<file path="config.mk">
export PLATFORM = sky130hd
export DESIGN_NAME = mdu_iter_flat
export DESIGN_NICKNAME = d
export VERILOG_FILES = /design/src/rtl/mdu_iter_if.sv /design/src/rtl/mdu_iter.sv /design/src/flat_wrapper.sv
export SDC_FILE = /design/constraint.sdc
export NUM_CORES = 1
export LEC_CHECK = 0
export CORE_MARGIN = 4
export CORE_UTILIZATION = 35
export DETAILED_ROUTE_END_ITERATION = 10
export SKIP_LAST_GASP = 1
export SLEW_MARGIN = 5
export SYNTH_ARGS = -nofsm -noshare
export SYNTH_HDL_FRONTEND = slang
export SYNTH_SLANG_ARGS = --single-unit
</file>
<file path="constraint.sdc">
create_clock -name clk -period 12.29 [get_ports clk]
set_input_delay 3.687 -clock clk [delete_from_list [all_inputs] [get_ports clk]]
set_output_delay 3.687 -clock clk [all_outputs]
set_load 0.02 [all_outputs]
</file>
<file path="src/rtl/mdu_iter_if.sv">
// Request/response bundle between a requester and the iterative multiply/divide unit.
interface mdu_iter_if #(
    parameter int W = 32
);
    logic         start;
    logic [2:0]   ctl;
    logic [W-1:0] a;
    logic [W-1:0] b;
    logic         flush;
    logic         busy;
    logic         done;
    logic [W-1:0] res;

    modport master (
        output start, ctl, a, b, flush,
        input  busy, done, res
    );

    modport slave (
        input  start, ctl, a, b, flush,
        output busy, done, res
    );
endinterface

</file>
<file path="src/rtl/mdu_iter.sv">
// Iterative RISC-V M-extension unit: one shift-add (multiply) or restoring
// subtract (divide) step per CALC cycle on operand magnitudes, with the sign
// fixed up on the edge that enters FIN.
//
// Handshake: start has no ready. It is taken on any edge where the FSM is not
// in CALC and flush is low (a start in FIN chains back-to-back); a start seen
// during CALC is dropped. done is a one-cycle valid for res, and res holds
// until the next done. flush aborts without a done and without touching res.
module mdu_iter #(
    parameter int W = 32
) (
    input  logic       clk,
    input  logic       rst_n,
    mdu_iter_if.slave  bus,
    output logic [1:0] dbg_state_o
);
    localparam int            CW       = $clog2(W + 1);
    localparam logic [CW-1:0] CNT_INIT = CW'(W);
    localparam logic [CW-1:0] CNT_ONE  = CW'(1);
    localparam logic [W-1:0]  MIN_NEG  = {1'b1, {(W-1){1'b0}}};
    localparam logic [W-1:0]  ALL_ONES = {W{1'b1}};
    localparam logic [W-1:0]  ONE_W    = {{(W-1){1'b0}}, 1'b1};
    localparam logic [2*W-1:0] ONE_2W  = {{(2*W-1){1'b0}}, 1'b1};

    typedef enum logic [1:0] {
        IDLE = 2'd0,
        CALC = 2'd1,
        FIN  = 2'd2
    } state_t;

    state_t        state_q, state_d;
    logic [2:0]    op_q, op_d;
    logic [W-1:0]  opb_q, opb_d;    // multiplicand / divisor magnitude
    logic [W-1:0]  hi_q, hi_d;      // product high half / partial remainder
    logic [W-1:0]  lo_q, lo_d;      // multiplier bits / dividend-quotient bits
    logic          neg_q, neg_d;    // result must be negated on entering FIN
    logic [CW-1:0] cnt_q, cnt_d;
    logic [W-1:0]  res_q, res_d;

    // Operand decode at acceptance
    logic         accept;
    logic         a_signed, b_signed;
    logic         a_sgn, b_sgn;
    logic [W-1:0] a_mag, b_mag;
    logic         div_zero, div_ovf, special;
    logic [W-1:0] special_res;

    // One iteration step and final result fix-up
    logic [W:0]     mul_sum, div_trial;
    logic [W-1:0]   step_hi, step_lo;
    logic [2*W-1:0] prod, prod_fix;
    logic [W-1:0]   quo_fix, rem_fix, calc_res;

    // Decode the incoming request: signedness, magnitudes and bypass cases
    always_comb begin
        accept   = bus.start && !bus.flush && (state_q != CALC);
        a_signed = (bus.ctl == 3'b001) || (bus.ctl == 3'b010) ||
                   (bus.ctl == 3'b100) || (bus.ctl == 3'b110);
        b_signed = (bus.ctl == 3'b001) || (bus.ctl == 3'b100) || (bus.ctl == 3'b110);
        a_sgn    = a_signed && bus.a[W-1];
        b_sgn    = b_signed && bus.b[W-1];
        a_mag    = a_sgn ? (~bus.a + ONE_W) : bus.a;
        b_mag    = b_sgn ? (~bus.b + ONE_W) : bus.b;
        div_zero = (bus.b == '0);
        div_ovf  = !bus.ctl[0] && (bus.a == MIN_NEG) && (bus.b == ALL_ONES);
        special  = bus.ctl[2] && (div_zero || div_ovf);
        if (div_zero) begin
            special_res = bus.ctl[1] ? bus.a : ALL_ONES;
        end else begin
            special_res = bus.ctl[1] ? '0 : MIN_NEG;
        end
    end

    // Single shift-add / restoring-subtract step and the signed result it would finish with
    always_comb begin
        mul_sum   = {1'b0, hi_q} + (lo_q[0] ? {1'b0, opb_q} : '0);
        div_trial = {hi_q, lo_q[W-1]} - {1'b0, opb_q};
        if (!op_q[2]) begin
            step_hi = mul_sum[W:1];
            step_lo = {mul_sum[0], lo_q[W-1:1]};
        end else if (!div_trial[W]) begin
            step_hi = div_trial[W-1:0];
            step_lo = {lo_q[W-2:0], 1'b1};
        end else begin
            step_hi = {hi_q[W-2:0], lo_q[W-1]};
            step_lo = {lo_q[W-2:0], 1'b0};
        end
        prod     = {step_hi, step_lo};
        prod_fix = neg_q ? (~prod + ONE_2W) : prod;
        quo_fix  = neg_q ? (~step_lo + ONE_W) : step_lo;
        rem_fix  = neg_q ? (~step_hi + ONE_W) : step_hi;
        case (op_q)
            3'b000:                 calc_res = prod_fix[W-1:0];
            3'b001, 3'b010, 3'b011: calc_res = prod_fix[2*W-1:W];
            3'b100, 3'b101:         calc_res = quo_fix;
            default:                calc_res = rem_fix;
        endcase
    end

    // Next-state and datapath update; flush overrides everything except the captured operands
    always_comb begin
        state_d = state_q;
        op_d    = op_q;
        opb_d   = opb_q;
        hi_d    = hi_q;
        lo_d    = lo_q;
        neg_d   = neg_q;
        cnt_d   = cnt_q;
        res_d   = res_q;
        if (state_q == CALC) begin
            hi_d  = step_hi;
            lo_d  = step_lo;
            cnt_d = cnt_q - CNT_ONE;
            if (cnt_q == CNT_ONE) begin
                state_d = FIN;
                res_d   = calc_res;
            end
        end else if (accept) begin
            op_d  = bus.ctl;
            opb_d = b_mag;
            hi_d  = '0;
            lo_d  = a_mag;
            neg_d = (bus.ctl == 3'b110) ? a_sgn : (a_sgn ^ b_sgn);
            if (special) begin
                state_d = FIN;
                cnt_d   = '0;
                res_d   = special_res;
            end else begin
                state_d = CALC;
                cnt_d   = CNT_INIT;
            end
        end else begin
            state_d = IDLE;
        end
        if (bus.flush) begin
            state_d = IDLE;
            res_d   = res_q;
        end
    end

    // FSM state register
    always_ff @(posedge clk or negedge rst_n) begin
        if (!rst_n) begin
            state_q <= IDLE;
        end else begin
            state_q <= state_d;
        end
    end

    // Datapath, counter and result registers
    always_ff @(posedge clk or negedge rst_n) begin
        if (!rst_n) begin
            op_q  <= '0;
            opb_q <= '0;
            hi_q  <= '0;
            lo_q  <= '0;
            neg_q <= 1'b0;
            cnt_q <= '0;
            res_q <= '0;
        end else begin
            op_q  <= op_d;
            opb_q <= opb_d;
            hi_q  <= hi_d;
            lo_q  <= lo_d;
            neg_q <= neg_d;
            cnt_q <= cnt_d;
            res_q <= res_d;
        end
    end

    assign bus.busy    = (state_q == CALC);
    assign bus.done    = (state_q == FIN);
    assign bus.res     = res_q;
    assign dbg_state_o = state_q;
endmodule
</file>
<file path="src/flat_wrapper.sv">
// flat-port wrapper written by rule: the top's interface ports become plain ports
module mdu_iter_flat 
#(
    parameter int W = 32
)
  (clk, rst_n, dbg_state_o, bus_start, bus_ctl, bus_a, bus_b, bus_flush, bus_busy, bus_done, bus_res);
  mdu_iter_if #(.W(W)) bus_i ();
  input  logic clk;
  input  logic rst_n;
  output logic [1:0] dbg_state_o;
  input wire logic [$bits(bus_i.start)-1:0] bus_start;
  input wire logic [$bits(bus_i.ctl)-1:0] bus_ctl;
  input wire logic [$bits(bus_i.a)-1:0] bus_a;
  input wire logic [$bits(bus_i.b)-1:0] bus_b;
  input wire logic [$bits(bus_i.flush)-1:0] bus_flush;
  output wire logic [$bits(bus_i.busy)-1:0] bus_busy;
  output wire logic [$bits(bus_i.done)-1:0] bus_done;
  output wire logic [$bits(bus_i.res)-1:0] bus_res;
  assign bus_i.start = bus_start;
  assign bus_i.ctl = bus_ctl;
  assign bus_i.a = bus_a;
  assign bus_i.b = bus_b;
  assign bus_i.flush = bus_flush;
  assign bus_busy = bus_i.busy;
  assign bus_done = bus_i.done;
  assign bus_res = bus_i.res;
  mdu_iter #(.W(W)) u_core (.clk(clk), .rst_n(rst_n), .bus(bus_i), .dbg_state_o(dbg_state_o));
endmodule
</file>
# Word-level counts from Yosys, hierarchy flattened
# Index checks and enable logic that the tools add are counted.
# totals
inputBits	71
out_inout_bits	36
regBits	140
word_cells	95
# classes
muxes	31
reduce_logical	23
n_eq_ne	17
addsub	8
n_bitwise	8
# ops
cell	count
two-way mux 32 bit	19
adder 32 x 1 -> 32 bit, second input constant	4
inverter 32 bit	4
one-hot mux 32 bit (3 select lines)	1
adder 64 x 1 -> 64 bit, second input constant	1
equality test 32 bit, second input constant	2
two-way mux 64 bit	1
inverter 64 bit	1
adder 32 x 33 -> 33 bit	1
subtractor 33 x 32 -> 33 bit	1
logical NOT 32 bit	1
two-way mux 6 bit	3
equality test 3 bit, second input constant	4
two-way mux 2 bit	5
equality test 3 x 2 -> 1 bit, second input constant	3
logical AND 1 bit	7
equality test 3 x 1 -> 1 bit, second input constant	2
equality test 6 x 1 -> 1 bit, second input constant	1
logical OR 1 bit	6
subtractor 6 x 1 -> 6 bit, second input constant	1
!= test 2 x 1 -> 1 bit, second input constant	2
AND reduction 4 bit	1
nonzero test 2 bit	2
logical NOT 3 bit	1
other kinds (10)	13

# Depth between registers and ports, before layout
# logic_depth
word_depth	9
ltp_mapped	24
ltp_nobuf	23

# Least setup slack after synthesis
# Ideal clock, no wire load.
# synth_timing
kind	input port to flip-flop
start	input bus_b[24]
end	register u_core.res_q[0] (netlist: u_core.bus.res[0])
setup_ns	0.141
t_arrival_ns	6.872
cell_stages	12
required_ns	12.149
setup_slack_ns	5.277
path_buffers	2
cell_sequence	or4_1 -> or3_1 -> or3_1 -> nor3_1 -> nor4b_2 -> o21ai_0 -> nor2_1 -> nor2_1 -> nor3_1 -> clkbuf_1 -> buf_1 -> a31oi_1
# synth_between
elab_chain_len	6
elab_cells_between_ends	11
classes_between	1 x eq/ne; 4 x mux; 6 x reduce/logical
# synth_lines
element	line	source
from (decl)	flat_wrapper.sv:14	input wire logic [$bits(bus_i.b)-1:0] bus_b;
equality test 32 bit	mdu_iter.sv:65	div_ovf = !bus.ctl[0] && (bus.a == MIN_NEG) && (bus.b == ALL_ONES);
logical AND 1 bit	mdu_iter.sv:65	
logical OR 1 bit	mdu_iter.sv:66	special = bus.ctl[2] && (div_zero || div_ovf);
logical AND 1 bit	mdu_iter.sv:66	
nonzero test 2 bit (no source line)	n/a	
AND reduction 4 bit (no source line)	n/a	
to (signal assigned)	mdu_iter.sv:167	res_q <= res_d;
to (decl)	mdu_iter.sv:38	logic [W-1:0] res_q, res_d;
# Several ways; a longest one is shown, not always the timed one. The select of a mux whose other input is x is not followed.
# A chain may end at the register's enable or synchronous reset.

# Worst setup path in the final report
# layout_timing
start	register u_core.lo_q[31]
end	register u_core.res_q[18] (netlist: u_core.bus.res[18])
# layout_between
elab_chain_len	9
elab_cells_between_ends	17
classes_between	4 x add/sub; 10 x mux; 3 x bitwise
# layout_lines
element	line	source
from (decl)	mdu_iter.sv:35	logic [W-1:0] lo_q, lo_d;
from (signal assigned)	mdu_iter.sv:164	lo_q <= lo_d;
subtractor 33 x 32 -> 33 bit	mdu_iter.sv:77	div_trial = {hi_q, lo_q[W-1]} - {1'b0, opb_q};
two-way mux 1 bit / two-way mux 32 bit (equally long branches)	mdu_iter.sv:81	end else if (!div_trial[W]) begin
two-way mux 32 bit	mdu_iter.sv:78	if (!op_q[2]) begin
inverter 64 bit, or another cell as far along	mdu_iter.sv:89	prod_fix = neg_q ? (~prod + ONE_2W) : prod;
adder 64 x 1 -> 64 bit, or another cell as far along	mdu_iter.sv:89	
two-way mux 64 bit, or another cell as far along	mdu_iter.sv:89	
one-hot mux 32 bit (3 select lines) *	mdu_iter.sv:92	case (op_q)
two-way mux 32 bit *	mdu_iter.sv:114	if (cnt_q == CNT_ONE) begin
two-way mux 32 bit *	mdu_iter.sv:110	if (state_q == CALC) begin
# Every way passes the cells marked *; elsewhere a longest branch is shown, timed or not. The select of a mux whose other input is x is not followed.

==> flow_summary.json <==
{
  "outcome": "complete, no violations",
  "clk_pin_slew_worst_paths_ps": 70,
  "ys_async_sr_fraction_pct": 100,
  "cts-root-buf": "clkbuf_16",
  "tns_ps": 0,
  "drv_slew": 0,
  "critical_path_required_ps": 12600,
  "io_pins": 107,
  "vias_per_cell": 6.13,
  "synth_adder_area_share_pct": 5.87,
  "holdWs_ps": 478,
  "layout_min_cycle_time_ps": 8000,
  "crit_fanout": 19,
  "initial_core_util_pct": 35.6,
  "relSlewSlack_pct": 6.50,
  "layout.nets": 2315,
  "grt_max_degree": 93,
  "syn_inst": 2155,
  "cp.arrival_ps": 8300,
  "cts_sinks": 140,
  "synth.area.top_cells": "dfrtp_1 22%, o21ai_0 7.9%, ha_1 5.6%",
  "area_growth_pct": 13.1,
  "synth.cell_area_um2": 15800,
  "synth_ff_type": "dfrtp_1",
  "antenna_found_initial": 1,
  "insertion_delay_ps": 460,
  "p_per_area_nw_per_um2": 292,
  "die_w_um": 221,
  "timing.final.crit_share_pct": 65.1,
  "synthMuxAreaShare_pct": 3.62,
  "worstPathCellList": "inv_1 > ha_1 > inv_1 > fa_1 > a211oi_2 > nor3_2 > or4b_1 > nand3_1 > nand3_2 > nand3_1 > a21boi_0 > ha_1 > o21ai_0 > nor2_1 > nand3_1 > nor3_1 > nor3b_2 > inv_1 > or3_1 > o31ai_1 > xnor2_1 > a221oi_1 > o21ai_1",
  "critPathKind": "reg -> reg",
  "grt_util_all_layers_pct": 25.0,
  "grt_overflow": 0,
  "finalHoldViolCount": 0,
  "ctsHtreeMaxLevel": 4,
  "synth_fp_nets": 2299,
  "yosys_warnings": 0,
  "p_leak_nw": 6.98,
  "avgSynthCellArea_um2": 7.33,
  "cts-hold-fix-buffers": 0,
  "tightest_slew_ps": 1390,
  "final_cell_mix": "249 x o21ai_0, 235 x nand2_1, 180 x nor2_1, 153 x a21oi_1, 138 x dfrtp_1",
  "met1_usage_pct": 34.9,
  "cp_slowest_stage_delay_ps": 690,
  "netlist.area_leader.share_pct": 22.2,
  "hold_class": "reg -> reg",
  "fp.dieArea_um2": 48600,
  "met3_usage_pct": 3.80,
  "slowest_stage": "nor3b_2",
  "synth_top_family_by_area": "compound AO/OA/AOI/OAI gates",
  "max_freq_mhz": 125,
  "dp_hpwl_um": 47200,
  "cts_setup_buffers": 0,
  "wire_per_inst_um": 22.2,
  "drt_iter0_drc": 1732,
  "io_buffer_count": 106,
  "grt_pass1_wl_um": 94600,
  "numCtsBuffers": 17,
  "top_usage_layer": "met2",
  "rsz0062_at_grt": "false",
  "drive_gt1_share_pct": 5.77,
  "dr_total_vias": 17003,
  "antenna_cells": 0,
  "max-vdd-ir-drop_uv": 150,
  "cts_buffer_depth": 2,
  "worstSetupEndpointType": "flop",
  "drc": 0,
  "globalplace.congestion": 0.947,
  "finalSetupViolCount": 0,
  "synthSimpleGateAreaFrac_pct": 22.6,
  "grt_use_met2_pct": 39.5,
  "ant_nets": 0,
  "cts_tree": "built",
  "rows": 77,
  "max_cap_violations": 0,
  "yosys_register_bits": 140,
  "synth_xor_area_share_pct": 9.14,
  "yosys.cell_types.count": 99,
  "start_kind": "flop",
  "yosys.area.top_type": "dfrtp_1",
  "synth_edf_count": 0,
  "grt_pass1_vias": 15957,
  "synth_compound_area_share_pct": 31.1,
  "post_cts_resized": 0,
  "ys_seq_area_share_pct": 22.2,
  "fp.coreArea_um2": 44400,
  "skew_ps": 21.8,
  "wirelength_um": 61800,
  "firstDrtPassIters": 5,
  "layout_commonest_cell": "o21ai_0",
  "fp.dieH_um": 221
}
final timing paths:
kind	startpoint	endpoint	slack [ps]	depth (start not counted)
min in group asynchronous	rst_n	u_core.bus.res[19]	3280	1
setup / recovery	u_core.lo_q[31]	u_core.bus.res[18]	4290	23
setup reg to reg	u_core.lo_q[31]	u_core.bus.res[18]	4290	23
hold / removal	u_core.opb_q[6]	u_core.opb_q[6]	480	2
hold reg to reg	u_core.opb_q[6]	u_core.opb_q[6]	480	2
max in group asynchronous	rst_n	u_core.opb_q[12]	7710	2
worst max-delay path, delay by kind of cell (launching register included):
family	cells	cell delay, ps
and+or+nand+nor	10	3900
AOI/OAI and AO/OA	6	1930
buffers and inverters	3	520
DFF	1	450
adders and majority gates	3	920
xor gates and xnor gates	1	100
power by group:
part / leakage (nW) / switching, mW / internal [mW] / total [mW]
clock: 0.292 / 0.233 / 0.312 / 0.545
sequential: 1.74 / 0.257 / 0.654 / 0.911
combinational: 4.95 / 2.44 / 1.33 / 3.77
Yosys cell counts, types with 9 or more instances:
cell type	count
nor4_1	13
buf_2	17
nand2b_1	16
clkbuf_1	99
o21ai_1	17
nor3_1	72
a21o_1	28
xor2_1	74
and2_1	15
a31oi_1	44
a41oi_1	10
o22ai_1	9
or2_2	10
or4_1	14
a22o_1	17
o41ai_1	11
nand2_1	236
mux2i_1	47
xnor2_1	91
o21a_1	12
dfrtp_1	140
nand4_1	37
a211oi_1	12
buf_1	16
o21ai_0	249
or3_1	35
inv_1	84
nor2_1	182
o31ai_1	29
a21oi_1	153
nand3_1	41
o211ai_1	63
ha_1	71
metrics by stage:
| step | power [mW] | area (um^2) | cells | setup WS [ps] | util (%) |
|---|---|---|---|---|---|
| 4_1_cts | 5.17 | 17900 | 2776 | 4460 | 40.3 |
| 3_3_place_gp | 4.56 | 17300 | 2744 | 4100 | 38.9 |
| 5_1_grt | 5.60 | 17900 | 2776 | 3960 | 40.3 |
| 3_5_place_dp | 4.61 | 17300 | 2744 | 4010 | 38.9 |
| 6_report | 5.23 | 17900 | 2776 | 4290 | 40.3 |
| 2_1_floorplan | 3.45 | 15800 | 2155 | 5280 | - |
registers in the layout, indices dropped and copies added, names as in the netlist:
signal / count
u_core.bus.res: 32
u_core.hi_q: 32
u_core.neg_q: 1
u_core.opb_q: 32
u_core.op_q: 3
u_core.lo_q: 32
u_core.cnt_q: 6
u_core.dbg_state_o: 2
cell type report:
class                   count  area, um^2
fillers                  4629       26500
multi-input cells        1794       11500
flip-flops and latches    140        3510
repair buffers            131        1250
well taps                 592         741
clock buffers              20         457
inverters                  87         327
clock inverters            12         135
layer usage:
layer	vias up	part of all wire [%]
met5	-	0
li1	8003	-
met1	8229	45
met2	669	45
met3	102	6.9
met4	0	3.2
cells by family after synthesis:
logic type | count (synthesis)
AO/OA/AOI/OAI | 766
multiplexers | 56
AND/OR/NAND/NOR | 734
XOR/XNOR | 165
buffers and inverters | 221
flip-flops | 140
adder cells (fa/ha/maj) | 73
Power figures use the tool's default switching activity.
